<file path="src/rtl/io_channel_unit.sv">
// N-channel LED command / sensor unit: register bank behind a valid/ready port plus a free-running threshold scanner.
// Accept-to-response 2 cycles; req_ready low while executing; responses are strobes with no backpressure.
module io_channel_unit #(
    parameter int NUM_CH = 9,
    parameter int LED_W  = 16,
    parameter int SENS_W = 32,
    parameter int CH_W   = 4
) (
    input  logic                     clock,
    input  logic                     reset_n,
    input  logic                     req_valid,
    output logic                     req_ready,
    input  logic [1:0]               req_op,
    input  logic [CH_W-1:0]          req_ch,
    input  logic [SENS_W-1:0]        req_wdata,
    output logic                     rsp_valid,
    output logic [SENS_W-1:0]        rsp_data,
    output logic                     rsp_err,
    input  logic                     scan_en,
    input  logic [NUM_CH*SENS_W-1:0] sensor_readings,
    output logic [NUM_CH*LED_W-1:0]  led_commands,
    output logic [NUM_CH-1:0]        hit_flags
);
    typedef enum logic {IDLE, EXEC} state_t;

    state_t              state_q, state_d;
    logic [1:0]          op_q, op_d;
    logic [CH_W-1:0]     ch_q, ch_d;
    logic [SENS_W-1:0]   wdata_q, wdata_d;
    logic [LED_W-1:0]    led_q   [NUM_CH];
    logic [LED_W-1:0]    led_d   [NUM_CH];
    logic [SENS_W-1:0]   snap_q  [NUM_CH];
    logic [SENS_W-1:0]   snap_d  [NUM_CH];
    logic [SENS_W-1:0]   thr_q   [NUM_CH];
    logic [SENS_W-1:0]   thr_d   [NUM_CH];
    logic [NUM_CH-1:0]   hit_q, hit_d;
    logic [CH_W-1:0]     scan_ptr_q, scan_ptr_d;
    logic                rsp_valid_q, rsp_valid_d;
    logic [SENS_W-1:0]   rsp_data_q, rsp_data_d;
    logic                rsp_err_q, rsp_err_d;

    logic [SENS_W-1:0]   reading [NUM_CH];
    logic [SENS_W-1:0]   cur_rd, cur_thr;
    logic                ch_ok;

    for (genvar c = 0; c < NUM_CH; c++) begin : g_ch
        assign reading[c]                      = sensor_readings[c*SENS_W +: SENS_W];
        assign led_commands[c*LED_W +: LED_W]  = led_q[c];
    end

    assign ch_ok   = int'(ch_q) < NUM_CH;
    assign cur_rd  = reading[scan_ptr_q];
    assign cur_thr = thr_q[scan_ptr_q];

    always_comb begin
        state_d     = state_q;
        op_d        = op_q;
        ch_d        = ch_q;
        wdata_d     = wdata_q;
        led_d       = led_q;
        snap_d      = snap_q;
        thr_d       = thr_q;
        hit_d       = hit_q;
        scan_ptr_d  = scan_ptr_q;
        rsp_valid_d = 1'b0;
        rsp_data_d  = rsp_data_q;
        rsp_err_d   = rsp_err_q;

        case (state_q)
            IDLE: begin
                if (req_valid) begin
                    op_d    = req_op;
                    ch_d    = req_ch;
                    wdata_d = req_wdata;
                    state_d = EXEC;
                end
            end
            EXEC: begin
                state_d     = IDLE;
                rsp_valid_d = 1'b1;
                rsp_data_d  = '0;
                rsp_err_d   = !ch_ok;
                if (ch_ok) begin
                    case (op_q)
                        2'b00: led_d[ch_q] = wdata_q[LED_W-1:0];
                        2'b01: rsp_data_d  = snap_q[ch_q];
                        2'b10: thr_d[ch_q] = wdata_q;
                        2'b11: begin
                            rsp_data_d  = SENS_W'(hit_q);
                            hit_d[ch_q] = 1'b0;
                        end
                        default: ;
                    endcase
                end
            end
            default: state_d = IDLE;
        endcase

        // Scanner runs after the op so a same-edge hit set overrides a read-and-clear.
        if (scan_en) begin
            snap_d[scan_ptr_q] = cur_rd;
            if (cur_thr != '0 && cur_rd >= cur_thr) begin
                hit_d[scan_ptr_q] = 1'b1;
            end
            scan_ptr_d = (scan_ptr_q == CH_W'(NUM_CH-1)) ? '0 : scan_ptr_q + 1'b1;
        end
    end

    always_ff @(posedge clock or negedge reset_n) begin
        if (!reset_n) begin
            state_q     <= IDLE;
            op_q        <= '0;
            ch_q        <= '0;
            wdata_q     <= '0;
            for (int i = 0; i < NUM_CH; i++) begin
                led_q[i]  <= '0;
                snap_q[i] <= '0;
                thr_q[i]  <= '0;
            end
            hit_q       <= '0;
            scan_ptr_q  <= '0;
            rsp_valid_q <= 1'b0;
            rsp_data_q  <= '0;
            rsp_err_q   <= 1'b0;
        end else begin
            state_q     <= state_d;
            op_q        <= op_d;
            ch_q        <= ch_d;
            wdata_q     <= wdata_d;
            led_q       <= led_d;
            snap_q      <= snap_d;
            thr_q       <= thr_d;
            hit_q       <= hit_d;
            scan_ptr_q  <= scan_ptr_d;
            rsp_valid_q <= rsp_valid_d;
            rsp_data_q  <= rsp_data_d;
            rsp_err_q   <= rsp_err_d;
        end
    end

    assign req_ready = (state_q == IDLE);
    assign rsp_valid = rsp_valid_q;
    assign rsp_data  = rsp_data_q;
    assign rsp_err   = rsp_err_q;
    assign hit_flags = hit_q;

endmodule
</file>
<file path="config.mk">
export PLATFORM = sky130hd
export DESIGN_NAME = io_channel_unit
export DESIGN_NICKNAME = d
export VERILOG_FILES = /design/src/rtl/io_channel_unit.sv
export SDC_FILE = /design/constraint.sdc
export NUM_CORES = 1
export LEC_CHECK = 0
export ABC_AREA = 1
export BUFFER_PORTS_ARGS = -buffer_cell sky130_fd_sc_hd__buf_4
export CAP_MARGIN = 20
export CORE_UTILIZATION = 31
export DETAILED_ROUTE_END_ITERATION = 6
export GPL_ROUTABILITY_DRIVEN = 0
export GPL_TIMING_DRIVEN = 0
export HOLD_SLACK_MARGIN = 0.05
export PLACE_DENSITY = 0.51
export SYNTH_ARGS = -nofsm -noshare
export SYNTH_HDL_FRONTEND = slang
export SYNTH_SLANG_ARGS = --single-unit
export TNS_END_PERCENT = 30
</file>
<file path="constraint.sdc">
create_clock -name clock -period 3.9 [get_ports clock]
set_input_delay 0.39 -clock clock [delete_from_list [all_inputs] [get_ports clock]]
set_output_delay 0.39 -clock clock [all_outputs]
set_load 0.05 [all_outputs]
</file>
==> impl_metrics.xml <==
<?xml version="1.0" encoding="UTF-8"?>
<metrics>
  <group name="status">
    <metric name="result_of_the_run" unit="">completed</metric>
  </group>
  <group name="pwr">
    <metric name="static-leakage-power" unit="nW">22.3</metric>
    <metric name="power.density_cell_area" unit="nW/µm²">796</metric>
    <metric name="power.ir.vdd_worst" unit="V">0.000373</metric>
  </group>
  <group name="timing">
    <metric name="fin_crit" unit="ns">3.80</metric>
    <metric name="hold_viol_final" unit="">0</metric>
    <metric name="rsz0062_at_grt" unit="">false</metric>
    <metric name="timing.setup.tns" unit="ns">0</metric>
    <metric name="layout_worst_path_cycle_share" unit="%">97.4</metric>
    <metric name="finClkSkew" unit="ns">0.0236</metric>
    <metric name="setup_viol" unit="">0</metric>
    <metric name="relSlewSlack" unit="%">25.9</metric>
    <metric name="drv_slew" unit="">0</metric>
    <metric name="achievable-frequency" unit="MHz">263</metric>
    <metric name="worst_pin_slew" unit="ns">1.11</metric>
  </group>
  <group name="synth">
    <metric name="synth.yosys.seq_area_share" unit="%">54.7</metric>
    <metric name="synth-xor-area-share" unit="%">0</metric>
    <metric name="yosys-mux-area-fraction" unit="%">0</metric>
    <metric name="post-synth-top-area-cell" unit="">sky130_fd_sc_hd__dfrtp_1</metric>
    <metric name="largest_family_of_logic_cells_by_synthesized_area" unit="">simple AND/OR/NAND/NOR gates</metric>
    <metric name="syn-instance-count" unit="">4445</metric>
    <metric name="post_synth_and_or_nand_nor_area_fraction" unit="%">18.8</metric>
    <metric name="ys_seq_elements" unit="">806</metric>
    <metric name="synthesis.yosys.warnings" unit="">0</metric>
    <metric name="syn_area_per_cell" unit="µm²">8.30</metric>
    <metric name="synthDominantCellAreaShare" unit="%">54.7</metric>
    <metric name="total_nets_after_synthesis" unit="">4811</metric>
    <metric name="complex_gate_fraction_of_the_synthesized_area" unit="%">18.8</metric>
    <metric name="synthesis.area" unit="µm²">36900</metric>
    <metric name="ys_types" unit="">32</metric>
    <metric name="post_synth_fa_ha_maj_area_fraction" unit="%">1.22</metric>
    <metric name="synthTopCellsByArea" unit="">sky130_fd_sc_hd__dfrtp_1 55%, sky130_fd_sc_hd__nand2_1 13%, sky130_fd_sc_hd__o21ai_0 13%</metric>
  </group>
  <group name="clock_tree">
    <metric name="cts.root.buffer_cell" unit="">sky130_fd_sc_hd__clkbuf_16</metric>
    <metric name="worst_setup_hold_path_clk_slew" unit="ns">0.06</metric>
    <metric name="worstSkewPairLatency" unit="ns">0.69</metric>
    <metric name="ctsLongestPathBuffers" unit="">3</metric>
    <metric name="cts_tree" unit="">done</metric>
    <metric name="clock_sinks" unit="">806</metric>
    <metric name="h-tree-depth" unit="">3</metric>
    <metric name="numCtsBuffers" unit="">95</metric>
  </group>
  <group name="critical_path">
    <metric name="critPathMaxFanout" unit="">10</metric>
    <metric name="worstPathArrival" unit="ns">4.35</metric>
    <metric name="endpoint_kind" unit="">register</metric>
    <metric name="worstPathRequired" unit="ns">4.45</metric>
    <metric name="cpMaxStageDelayCell" unit="">sky130_fd_sc_hd__clkbuf_1</metric>
    <metric name="path_class" unit="">reg -&gt; reg</metric>
    <metric name="startpoint_types" unit="">register</metric>
    <metric name="cp_slowest_stage_delay" unit="ns">0.60</metric>
    <metric name="critical_path.cell_chain" unit="">buf_6 &gt; clkbuf_1 &gt; buf_2 &gt; nand2_1 &gt; nand3_1 &gt; nand4_1 &gt; nand2_1 &gt; ha_1 &gt; a21oi_1 &gt; o21ai_0 &gt; nand2_1 &gt; nand3_1 &gt; nand2_1 &gt; nand2_1 &gt; nand2_1 &gt; nand3_4 &gt; nand3_1 &gt; nand2_1</metric>
    <metric name="critPathTopFamily" unit="">simple AND/OR/NAND/NOR gates</metric>
    <metric name="timing.reg2reg.setup_slack" unit="ns">0.1</metric>
    <metric name="cp.buffers_inverters" unit="">3</metric>
    <metric name="cp_common_cell" unit="">sky130_fd_sc_hd__nand2_1</metric>
  </group>
  <group name="floorplan">
    <metric name="die-area" unit="µm²">120000</metric>
    <metric name="core-area" unit="µm²">118000</metric>
    <metric name="io-pin-count" unit="">518</metric>
    <metric name="floorplan.die.width" unit="µm">347</metric>
    <metric name="core.rowCount" unit="">126</metric>
    <metric name="initial_utilization" unit="%">31.3</metric>
    <metric name="dieHeight" unit="µm">347</metric>
  </group>
  <group name="flow_run">
    <metric name="cap_violations" unit="">0</metric>
  </group>
  <group name="global_route">
    <metric name="grt_pass1_wl" unit="µm">238000</metric>
    <metric name="grt_overflow_total" unit="">0</metric>
    <metric name="maximum_number_of_pins_on_one_net_before_global_route_repair" unit="">112</metric>
    <metric name="first_global_vias" unit="">34217</metric>
    <metric name="antenna_violations_before_repair" unit="">8</metric>
    <metric name="groute.usage.overall" unit="%">27.0</metric>
  </group>
  <group name="placement">
    <metric name="dp_hpwl" unit="µm">119000</metric>
    <metric name="dp_cells" unit="">6507</metric>
    <metric name="io_buffer_count" unit="">517</metric>
    <metric name="place_area" unit="µm²">42900</metric>
  </group>
  <group name="finish">
    <metric name="finalNonFillerCells" unit="">6734</metric>
    <metric name="synthToLayoutAreaGrowth" unit="%">28.2</metric>
    <metric name="finalInstanceArea" unit="µm²">47300</metric>
    <metric name="n_fill_cell" unit="">12250</metric>
    <metric name="design.final.nets" unit="">5484</metric>
    <metric name="drive_gt1_share" unit="%">17.0</metric>
  </group>
  <group name="detailed_routing">
    <metric name="detailedRoute.firstPassIterationCount" unit="">6</metric>
    <metric name="antenna_violating_nets_post_route" unit="">0</metric>
    <metric name="wl_per_cell" unit="µm">24.5</metric>
    <metric name="drc" unit="">0</metric>
    <metric name="detailroute.via_count" unit="">35356</metric>
    <metric name="totalWireLength" unit="µm">165000</metric>
    <metric name="drt_iter0_markers" unit="">3699</metric>
    <metric name="drt-vias-per-instance" unit="">5.25</metric>
  </group>
  <group name="hold_path">
    <metric name="hold_path_class" unit="">in -&gt; reg</metric>
  </group>
</metrics>
-- cells by family (layout without fill, tap and decap cells) --
logic type / after synthesis / count (layout)
and+or+nand+nor: 1745 / 1746
AOI/OAI and AO/OA: 1240 / 1240
DFF: 806 / 806
adders and majority gates: 36 / 36
other: 0 / 1
buffers and inverters: 618 / 1369
-- synth_stat cells --
library cell / count
sky130_fd_sc_hd__nand2_1: 1306
sky130_fd_sc_hd__o21ai_0: 957
sky130_fd_sc_hd__dfrtp_1: 806
sky130_fd_sc_hd__inv_1: 299
sky130_fd_sc_hd__clkbuf_1: 253
sky130_fd_sc_hd__nor2_1: 203
sky130_fd_sc_hd__nand3_1: 153
sky130_fd_sc_hd__a22oi_1: 73
sky130_fd_sc_hd__buf_2: 41
sky130_fd_sc_hd__a21oi_1: 39
sky130_fd_sc_hd__or2_2: 39
sky130_fd_sc_hd__o211ai_1: 37
sky130_fd_sc_hd__ha_1: 36
sky130_fd_sc_hd__o2111ai_1: 31
sky130_fd_sc_hd__o221ai_1: 31
sky130_fd_sc_hd__a221oi_1: 25
sky130_fd_sc_hd__o2bb2ai_1: 23
sky130_fd_sc_hd__nand4_1: 21
sky130_fd_sc_hd__o21ai_1: 12
sky130_fd_sc_hd__nor3_1: 11
sky130_fd_sc_hd__o31ai_1: 10
sky130_fd_sc_hd__buf_1: 9
sky130_fd_sc_hd__clkinv_1: 9
sky130_fd_sc_hd__nand2_2: 9
sky130_fd_sc_hd__inv_2: 5
sky130_fd_sc_hd__a21oi_2: 1
sky130_fd_sc_hd__a31oi_1: 1
sky130_fd_sc_hd__and3_1: 1
sky130_fd_sc_hd__buf_4: 1
sky130_fd_sc_hd__buf_6: 1
sky130_fd_sc_hd__nor2_2: 1
sky130_fd_sc_hd__nor3_4: 1
-- cell usage in the layout (no fill, tap or decap), types with 22 or more instances in the layout --
master                          count
sky130_fd_sc_hd__clkbuf_1         239
sky130_fd_sc_hd__or2_2             39
sky130_fd_sc_hd__buf_2             28
sky130_fd_sc_hd__clkbuf_8          32
sky130_fd_sc_hd__dlygate4sd3_1     42
sky130_fd_sc_hd__nand3_1          152
sky130_fd_sc_hd__inv_1            299
sky130_fd_sc_hd__ha_1              36
sky130_fd_sc_hd__buf_4            533
sky130_fd_sc_hd__a21oi_1           38
sky130_fd_sc_hd__clkbuf_2          22
sky130_fd_sc_hd__o21ai_0          952
sky130_fd_sc_hd__clkbuf_16         95
sky130_fd_sc_hd__o211ai_1          37
sky130_fd_sc_hd__a221oi_1          25
sky130_fd_sc_hd__o2111ai_1         22
sky130_fd_sc_hd__nand2_1         1276
sky130_fd_sc_hd__nor2_1           199
sky130_fd_sc_hd__a22oi_1           73
sky130_fd_sc_hd__o2bb2ai_1         23
sky130_fd_sc_hd__dfrtp_1          806
-- area by class of cell --
type | instances | area [µm²] | share of cell area, %
antenna | 1 | 2.50 | 0.00529
buffer | 304 | 1410 | 2.98
clock buffer | 147 | 2860 | 6.06
clock inverter | 29 | 439 | 0.929
inverter | 313 | 1180 | 2.49
multi-input combinational | 3022 | 14700 | 31.1
sequential | 806 | 20200 | 42.7
tap | 1536 | 1920 | 4.07
timing repair buffer | 576 | 4590 | 9.71
-- tightest hold or removal path, stage by stage --
cell	delay, ns
sky130_fd_sc_hd__buf_4	0.08
sky130_fd_sc_hd__nand2_1	0.05
sky130_fd_sc_hd__o2111ai_2	0.12
sky130_fd_sc_hd__nand2_4	0.12
sky130_fd_sc_hd__o21ai_0	0.15
-- power breakdown --
group | total [W] | internal (W) | leakage (nW) | switching (W)
logic | 0.0161 | 0.00459 | 10.1 | 0.0116
clock network | 0.00939 | 0.00565 | 1.62 | 0.00374
registers | 0.0121 | 0.0108 | 10.6 | 0.00134
total | 0.0376 | 0.0210 | 22.3 | 0.0166
-- per-stage QoR --
step	hold slack (ns)	setup slack (ns)	utilization (%)	total power, W
after floorplan	0.0944	0.914	-	0.0206
after global placement	0.458	-7.52	36.2	0.0271
after detailed placement	0.466	-1.77	36.4	0.0273
after CTS	0.319	0.00619	39.9	0.0373
after global routing	0.305	0.0117	40.1	0.0397
final	0.285	0.0995	40.1	0.0376
-- timing repair --
action,CTS,global route
cloned,0,1
gates resized for setup,132,71
hold buffers,42,0
pin swaps,5,13
buffers inserted,1,7
endpoints found under the hold margin,127,0
setup endpoints to repair,250,21
-- state kept, by name, summed over array words and instances (netlist names), 2 cells and up --
register / count
op_q: 2
snap_q: 288
led_commands: 144
wdata_q: 32
thr_q: 288
rsp_data: 32
ch_q: 4
hit_flags: 9
scan_ptr_q: 4
-- layer usage --
metal	wire [µm]	track usage, %	share of wire, %	up-vias
met2	77200	43.8	47	1376
met5	0	0	0	-
li1	-	-	-	16070
met3	11900	4.78	7.2	264
met4	5740	8.73	3.5	0
met1	70200	36.3	43	17646
-- path summary, 6_finish.rpt --
| kind | startpoint | end | cells after the start |
|---|---|---|---|
| max | scan_ptr_q[0]$_DFFE_PN0P_ | hit_flags[8]$_DFF_PN0_ | 18 |
| min | sensor_readings[279] | snap_q[183]$_DFFE_PN0P_ | 5 |
| max reg2reg | scan_ptr_q[0]$_DFFE_PN0P_ | hit_flags[8]$_DFF_PN0_ | 18 |
| min reg2reg | rsp_data[10]$_DFFE_PN0P_ | rsp_data[10]$_DFFE_PN0P_ | 2 |
| max in group asynchronous | reset_n | led_commands[52]$_DFFE_PN0P_ | 5 |
| min in group asynchronous | reset_n | rsp_data[12]$_DFFE_PN0P_ | 2 |
Power figures use the tool's default switching activity.
